## src/rtl/ar_pkg.sv

```systemverilog
// Shared definitions for the AXI read-address channel slice: FSM encoding,
// FIFO sizing and the R-stage response codes.
package ar_pkg;

    typedef enum logic [1:0] {
        IDLE   = 2'b00,
        ISSUE  = 2'b01,
        WAIT_R = 2'b10
    } ar_state_t;

    localparam int FIFO_DEPTH = 2;
    localparam int FIFO_CNT_W = $clog2(FIFO_DEPTH + 1);

    localparam logic [1:0] OKAY   = 2'b00;
    localparam logic [1:0] SLVERR = 2'b10;

endpackage

```

## src/rtl/ar_fifo.sv

```systemverilog
// Two-entry FIFO holding {address, err} entries for ar_channel; the head is
// presented combinationally on rdata.
module ar_fifo
    import ar_pkg::*;
#(
    parameter int WIDTH = 33
) (
    input  logic                  clk,
    input  logic                  reset,
    input  logic                  push,
    input  logic [WIDTH-1:0]      wdata,
    input  logic                  pop,
    output logic [WIDTH-1:0]      rdata,
    output logic                  full,
    output logic                  empty,
    output logic [FIFO_CNT_W-1:0] count
);

    logic [WIDTH-1:0] mem [FIFO_DEPTH];
    logic             wr_ptr;
    logic             rd_ptr;
    logic             do_push;
    logic             do_pop;

    assign do_push = push && !full;
    assign do_pop  = pop && !empty;

    // NOTE: sequential state uses non-blocking assignments so every register
    // samples pre-edge values regardless of statement order.
    always_ff @(posedge clk) begin
        if (reset) begin
            wr_ptr <= 1'b0;
            rd_ptr <= 1'b0;
            count  <= '0;
            // NOTE: storage is cleared on reset so a stale entry can never be
            // presented as the head after reset; at depth 2 this is cheap.
            for (int i = 0; i < FIFO_DEPTH; i++) begin
                mem[i] <= '0;
            end
        end else begin
            if (do_push) begin
                mem[wr_ptr] <= wdata;
                wr_ptr      <= ~wr_ptr;
            end
            if (do_pop) begin
                rd_ptr <= ~rd_ptr;
            end
            case ({do_push, do_pop})
                2'b10:   count <= count + 1'b1;
                2'b01:   count <= count - 1'b1;
                default: count <= count;
            endcase
        end
    end

    assign rdata = mem[rd_ptr];
    assign full  = (count == FIFO_CNT_W'(FIFO_DEPTH));
    assign empty = (count == '0);

endmodule

```

## src/rtl/ar_channel.sv

```systemverilog
// AXI read-address channel slave: buffers up to two addresses and issues them
// one at a time to memory. Define AR_ADDR_CHECK_EN to reject misaligned or
// out-of-range addresses (answered by the R stage with SLVERR).
module ar_channel
    import ar_pkg::*;
#(
    parameter int          ADDR_WIDTH = 32,
    parameter int          DATA_WIDTH = 32,
    parameter logic [31:0] ADDR_LIMIT = 32'h0000_1000
) (
    input  logic                  clk,
    input  logic                  reset,
    input  logic                  ARVALID,
    output logic                  ARREADY,
    input  logic [ADDR_WIDTH-1:0] ARADDR,
    output logic                  MREQ,
    output logic [ADDR_WIDTH-1:0] MADDR,
    input  logic                  MACK,
    input  logic                  RDONE,
    output logic                  AR_ERR,
    output logic                  BUSY
);

    localparam int ENTRY_W = ADDR_WIDTH + 1;

    ar_state_t               state_q;
    ar_state_t               state_d;
    logic                    in_err;
    logic                    push;
    logic                    pop;
    logic [ENTRY_W-1:0]      head;
    logic [ADDR_WIDTH-1:0]   head_addr;
    logic                    head_err;
    logic                    fifo_full;
    logic                    fifo_empty;
    logic [FIFO_CNT_W-1:0]   fifo_count;

`ifdef AR_ADDR_CHECK_EN
    localparam logic [ADDR_WIDTH-1:0] GRANULE_MASK = ADDR_WIDTH'(DATA_WIDTH / 8 - 1);
    localparam logic [ADDR_WIDTH-1:0] LIMIT        = ADDR_WIDTH'(ADDR_LIMIT);

    assign in_err = ((ARADDR & GRANULE_MASK) != '0) || (ARADDR >= LIMIT);
`else
    // Alignment and limit parameters only feed the optional address check.
    logic unused_cfg;
    assign unused_cfg = ^{32'(DATA_WIDTH), ADDR_LIMIT};
    assign in_err     = 1'b0;
`endif

    assign ARREADY = !reset && !fifo_full;
    assign push    = ARVALID && ARREADY;

    ar_fifo #(
        .WIDTH (ENTRY_W)
    ) u_fifo (
        .clk   (clk),
        .reset (reset),
        .push  (push),
        .wdata ({ARADDR, in_err}),
        .pop   (pop),
        .rdata (head),
        .full  (fifo_full),
        .empty (fifo_empty),
        .count (fifo_count)
    );

    assign head_addr = head[ENTRY_W-1:1];
    assign head_err  = head[0];

    always_ff @(posedge clk) begin
        if (reset) begin
            state_q <= IDLE;
        end else begin
            state_q <= state_d;
        end
    end

    // NOTE: every output of this block gets a default first, so no path can
    // leave a signal unassigned and infer a latch.
    always_comb begin
        state_d = state_q;
        MREQ    = 1'b0;
        MADDR   = '0;
        AR_ERR  = 1'b0;
        pop     = 1'b0;
        case (state_q)
            IDLE: begin
                if (!fifo_empty) begin
                    state_d = head_err ? WAIT_R : ISSUE;
                end
            end
            ISSUE: begin
                MREQ  = 1'b1;
                MADDR = head_addr;
                if (MACK) begin
                    state_d = WAIT_R;
                end
            end
            WAIT_R: begin
                AR_ERR = head_err;
                if (RDONE) begin
                    pop     = 1'b1;
                    state_d = IDLE;
                end
            end
            default: state_d = IDLE;
        endcase
        // Outputs hold their reset values while reset is asserted.
        if (reset) begin
            MREQ   = 1'b0;
            MADDR  = '0;
            AR_ERR = 1'b0;
            pop    = 1'b0;
        end
    end

    assign BUSY = !reset && ((fifo_count != '0) || (state_q != IDLE));

endmodule

```

## config.mk

```make
export PLATFORM = sky130hd
export DESIGN_NAME = ar_channel
export DESIGN_NICKNAME = d
export VERILOG_FILES = /design/src/rtl/ar_pkg.sv /design/src/rtl/ar_fifo.sv /design/src/rtl/ar_channel.sv
export SDC_FILE = /design/constraint.sdc
export NUM_CORES = 1
export LEC_CHECK = 0
export ABC_CLOCK_PERIOD_IN_PS = 2600
export CORE_UTILIZATION = 46
export DETAILED_ROUTE_END_ITERATION = 6
export GPL_TIMING_DRIVEN = 0
export HOLD_SLACK_MARGIN = 0.12
export MAX_ROUTING_LAYER = met4
export PLACE_DENSITY_LB_ADDON = 0.08
export SLEW_MARGIN = 20
export SYNTH_ARGS = -nofsm -noshare
export SYNTH_HDL_FRONTEND = slang
export SYNTH_HIERARCHICAL = 1
export SYNTH_SLANG_ARGS = --single-unit
```

## constraint.sdc

```tcl
create_clock -name clk -period 2.6 [get_ports clk]
set_input_delay 0.52 -clock clk [delete_from_list [all_inputs] [get_ports clk]]
set_output_delay 0.52 -clock clk [all_outputs]
set_load 0.05 [all_outputs]
```

* Word-level counts from Yosys, hierarchy flattened
Memory sizes are Yosys's and may differ from the RTL's. A register that Yosys moved wholly into a read port is not among the register bits.
Index checks and enable logic that the tools add are counted.
** Operators by class
- Bitwise operators :: 2
- $add $sub $neg :: 2
- Equal/unequal tests :: 8
- Reductions and logical operators :: 16
- Muxes and demuxes :: 25
** Operator list (number)
- 32-bit two-way mux :: 3
- 32-bit OR reduction :: 1
- 1-bit two-way mux :: 16
- 2-bit two-way mux :: 4
- 2-bit == test, second input constant :: 3
- 2-bit != test, second input constant :: 3
- 2-bit one-hot mux with 3 select lines :: 1
- 2-bit nonzero test :: 3
- 1-bit logical AND :: 5
- 2-bit by 1-bit == test with 1-bit output, second input constant :: 2
- 2-bit logical NOT :: 2
- 2-bit one-hot mux with 2 select lines :: 1
- 1-bit logical NOT :: 3
- 3-bit AND reduction :: 1
- 2-bit by 1-bit adder with 2-bit output, second input constant :: 1
- 1-bit NOT :: 2
- 2-bit by 1-bit subtractor with 2-bit output, second input constant :: 1
- 1-bit logical OR :: 1
** Word-level totals
- Register bits :: 6
- Memories kept :: 1
- Memory bits (writable) :: 64
- Word-level logic and storage cells :: 58
- Output and inout bits :: 36
- Input port bits :: 37
** Memory list
- u_fifo.mem :: depth 2, bits a word 32, read ports 1, clocked after Yosys merged registers in 1, write ports 2, RTL line ar_fifo.sv:19 : logic [WIDTH-1:0] mem [FIFO_DEPTH];

* Depth between registers and ports, before layout
- Depth in word-level cells :: 10
- Depth in mapped cells :: 9
- Mapped depth without buffers :: 9

* Cells and area by module
Netlist, hierarchy kept.
** Modules (own cells, without submodules)
- ar_fifo :: area each 3128.0 um^2, times used 1, cells each 240
- ar_channel :: area each 406.6 um^2, times used 1, cells each 52

* Worst setup path before layout
No wires, ideal clock.
- Path kind :: flip-flop to flip-flop
- From :: register u_fifo.count[0]
- To :: memory u_fifo/mem[0][0] in the netlist's numbering, enable pin
- Slack :: -0.652 ns
- Path buffers :: 1
- Cell stages (with the launch flop) :: 9
- Data required time :: 2.205 ns
- Arrival :: 2.857 ns
- Setup time :: 0.395 ns
- Cells stage by stage :: dfxtp_1 > or2b_1 > inv_2 > nor2_1 > and2_1 > inv_1 > or3_1 > buf_6 > nand2b_1
** RTL lines
- start: declaration :: RTL line ar_fifo.sv:16 : output logic [FIFO_CNT_W-1:0] count
- start signal: assignment :: RTL line ar_fifo.sv:49 : 2'b10: count <= count + 1'b1;
- start signal: assignment :: RTL line ar_fifo.sv:50 : 2'b01: count <= count - 1'b1;
- start signal: assignment :: RTL line ar_fifo.sv:51 : default: count <= count;
- end: declaration :: RTL line ar_fifo.sv:19

* Worst setup path after layout
- From :: input reset
- To :: output MREQ
** Between the ends
- Cells in the longest elaborated chain, start to end :: 1
** Ends and longest elaborated chain
- start: declaration :: RTL line ar_channel.sv:12 : input logic reset,
- 1-bit two-way mux :: RTL line ar_channel.sv:109 : if (reset) begin
- end: declaration :: RTL line ar_channel.sv:16 : output logic MREQ,
Every way passes these cells.

==> impl_results.md <==
- DRC viols: 0
- Share of cells above drive strength 1: 27.9%
- Fmax: 0.401 GHz
- Total number of vias: 2368
- Clock buffer depth: 2
- Row cnt: 31
- Worst hold start: u_fifo/wr_ptr$_SDFFE_PP0P_
- FF-to-FF Start: u_fifo/count[0]$_SDFFE_PP0P_
- Clock power share: 32.5%
- Post-Syn Area: 3530 um^2
- CTS tree: built
- Worst-Margin Slew: 0.896 ns
- Worst hold stages: 2
- Grt total ovfl: 0
- Hold Crit Class: reg2reg
- Area contributors post-synth: edfxtp_1, mux2_2, nor2_1
- I/O pin count: 73
- Setup-failing EPs final: 0
- Final Max Tran Viols: 0
- DR top layer: met4
- Design area: 4610 um^2
- I/O Buffers: 72
- Initial Utilization: 48.2%
- Vias per inst: 4.94
- Total Nets Final: 413
- GRT Total Usage: 19.0%
- Avg WL per Cell: 14.2 um
- Switch Pwr: 569 uW
- Switching power share of the total: 22.8%
- Fin. Hold Viols: 0
- Vias in the first global route: 2295
- Critical Path RT: 2.08 ns
- Reg power frac: 55.0%
- RSZ-0062 raised after global routing: no
- Post-route minimum period: 2.50 ns
- Synth top cells by count: nor2_1, edfxtp_1, nand2b_1, mux2_2, and2_1
- Count leader, synth: nor2_1
- CP Max Fanout: 11
- Met1 WL: 2910 um
- Final WS setup: 0.104 ns
- Power Internal: 1.93 mW
- Root Driver: clkbuf_8
- Max VDD drop: 290 uV
- Area after DPL: 4390 um^2
- Synth Flop Type: edfxtp_1
- Largest net degree at the start of global routing: 34
- Max-cap violations: 0
- Layout overhead on the synthesized area: 30.5%
- TritonRoute pass-1 iters: 4
- H-tree levels: 3
- Total inserted antenna cells: 0
- Total power: 2.50 mW
- Clock sinks: 73
- Drt total wl: 6810 um
- Core area: 7330 um^2
- Reg-to-reg slack, setup: 0.27 ns
- Crit path capture type: output port
- Top cell type by total area after synthesis: edfxtp_1
- Critical path type: in2out
- Period utilisation layout: 96.0%
- WP data arrival: 1.98 ns
- Synthesis Warnings: 6
- Ys async rst share: 0%
- Routability cong.: 0.780
- Post-Syn Instances: 292
- Slew headroom: 40.3%
- Die width: 89.7 um
- Die area: 8040 um^2
- Setup crit start kind: input pin
- Sequential-to-total area share from yosys stat: 60.0%
- Post-synth top area share: 56.1%
- Final Skew: 0.0102 ns
- Comb pwr share: 12.5%
- Leakage power: 1.68 nW
- EDFF count, synth: 66
- Post-synthesis register bit count: 73
- FF-to-FF End: u_fifo/mem[1][26]$_SDFFCE_PN0P_
- Global-route wire length before repair: 10600 um
- R2r worst-path depth: 6
- Routed wl met2: 3470 um
- Total power per unit cell area: 542 nW/um^2
- Syn Area/Cell: 12.1 um^2
- Initial DRC count: 90
- HPWL Detailed: 4510 um
- Pre-CTS WS: -0.706 ns
- Synth cell types: 28
- Met3 wire length: 304 um
- Initial antenna violation count: 0
- Post-detailed-route count of antenna-violating nets: 0
- Worst-skew pair later-pin latency: 0.34 ns
- CTS Buf Count: 9
- Clk slew on worst S/H paths: 0.06 ns
- Status: complete, no violations
- Syn_nets: 330
- Die Y: 89.7 um
- Hold path endpoint: u_fifo/wr_ptr$_SDFFE_PP0P_
[power by group through the flow]
stage                     Combinational, mW  Sequential, mW  Clock (mW)
final                                 0.312            1.38       0.813
after global routing                  0.338            1.38       0.890
after CTS                             0.316            1.38       0.835
after detailed placement              0.317            1.40           0
after global placement                0.314            1.40           0
after floorplan                       0.197            1.39           0
[per-stage QoR]
stage                     utilization [%]  std cells  TNS [ns]  hold WS [ns]
after global routing                 62.9        479         0         0.529
after CTS                            62.9        479         0         0.498
after detailed placement             59.9        463    -47.45         0.489
after floorplan                         -        292         0         0.463
after global placement               59.9        463    -46.41         0.475
final                                62.9        479         0         0.499
[what timing repair did]
item | CTS | global route
hold buffers | 0 | 0
setup buffers | 1 | 0
endpoints found under the setup margin | 69 | 0
resized for setup | 101 | 0
[worst max-delay path, stage by stage]
cell and delay (ns):
dlygate4sd2_1 0.38, nor3b_4 0.23, buf_4 0.17, buf_6 0.14
dlygate4sd2_1 0.53
[how the worst max path moves through the flow]
| stage | endpoint | depth (start not counted) | start |
|---|---|---|---|
| floorplan | u_fifo/mem[0][0]$_SDFFCE_PN0P_ | 8 | u_fifo/count[0]$_SDFFE_PP0P_ |
| global placement | MADDR[15] | 5 | reset |
| detailed placement | MADDR[15] | 5 | reset |
| CTS | AR_ERR | 4 | register |
| global route | MADDR[25] | 4 | register |
| finish | MREQ | 5 | reset |
[flip-flops by register name, indices dropped and copies added, names as in the netlist, named ones only]
name and cells:
state_q 2, u_fifo/count 2, u_fifo/rd_ptr 1, u_fifo/wr_ptr 1, u_fifo/mem 66
[placed cells by master, fill, tap and decap left out, drive strengths merged]
cell type | netlist | final
xor2 | 1 | 1
and4bb | 2 | 2
nand2 | 1 | 1
or3 | 3 | 3
inv | 2 | 2
nand2b | 35 | 35
or3b | 1 | 1
conb | 1 | 1
clkinv | 0 | 4
clkdlybuf4s15 | 0 | 33
xnor2 | 2 | 2
clkbuf | 8 | 18
ha | 1 | 1
nor4 | 1 | 1
clkdlybuf4s50 | 0 | 37
or2b | 2 | 2
edfxtp | 66 | 66
buf | 10 | 11
and2 | 33 | 33
o21ai | 2 | 2
dlygate4sd2 | 0 | 2
nor3b | 1 | 1
mux2 | 33 | 33
o21a | 2 | 2
bufinv | 0 | 1
nor2 | 72 | 72
nand3 | 1 | 1
a211oi | 2 | 2
dfxtp | 7 | 7
a21oi | 3 | 3
[cells by family after synthesis]
logic type / count (synthesis) / share of synthesized area, %
adder cells (fa/ha/maj): 1 / 0.354
multiplexers: 33 / 10.5
other: 1 / 0.106
AND/OR/NAND/NOR: 152 / 23.0
buffers and inverters: 20 / 3.72
AO/OA/AOI/OAI: 9 / 1.56
XOR/XNOR: 3 / 0.743
flip-flops: 73 / 60.0
[layout make-up]
| type | instances | area [um^2] |
|---|---|---|
| Tap cell | 99 | 124 |
| Fill cell | 609 | 2720 |
| Multi-Input combinational cell | 199 | 1290 |
| Timing Repair Buffer | 73 | 766 |
| Inverter | 2 | 7.51 |
| Buffer | 17 | 123 |
| Clock inverter | 5 | 46.3 |
| Clock buffer | 11 | 131 |
| Sequential cell | 73 | 2120 |
[routing by layer]
layer / track usage [%] / vias to the layer above
met2: 32.5 / 63
li1: - / 1162
met1: 21.5 / 1131
met4: 9.24 / 0
met3: 3.56 / 12
met5: - / -
No activity file was read; power rests on OpenSTA's default activity.
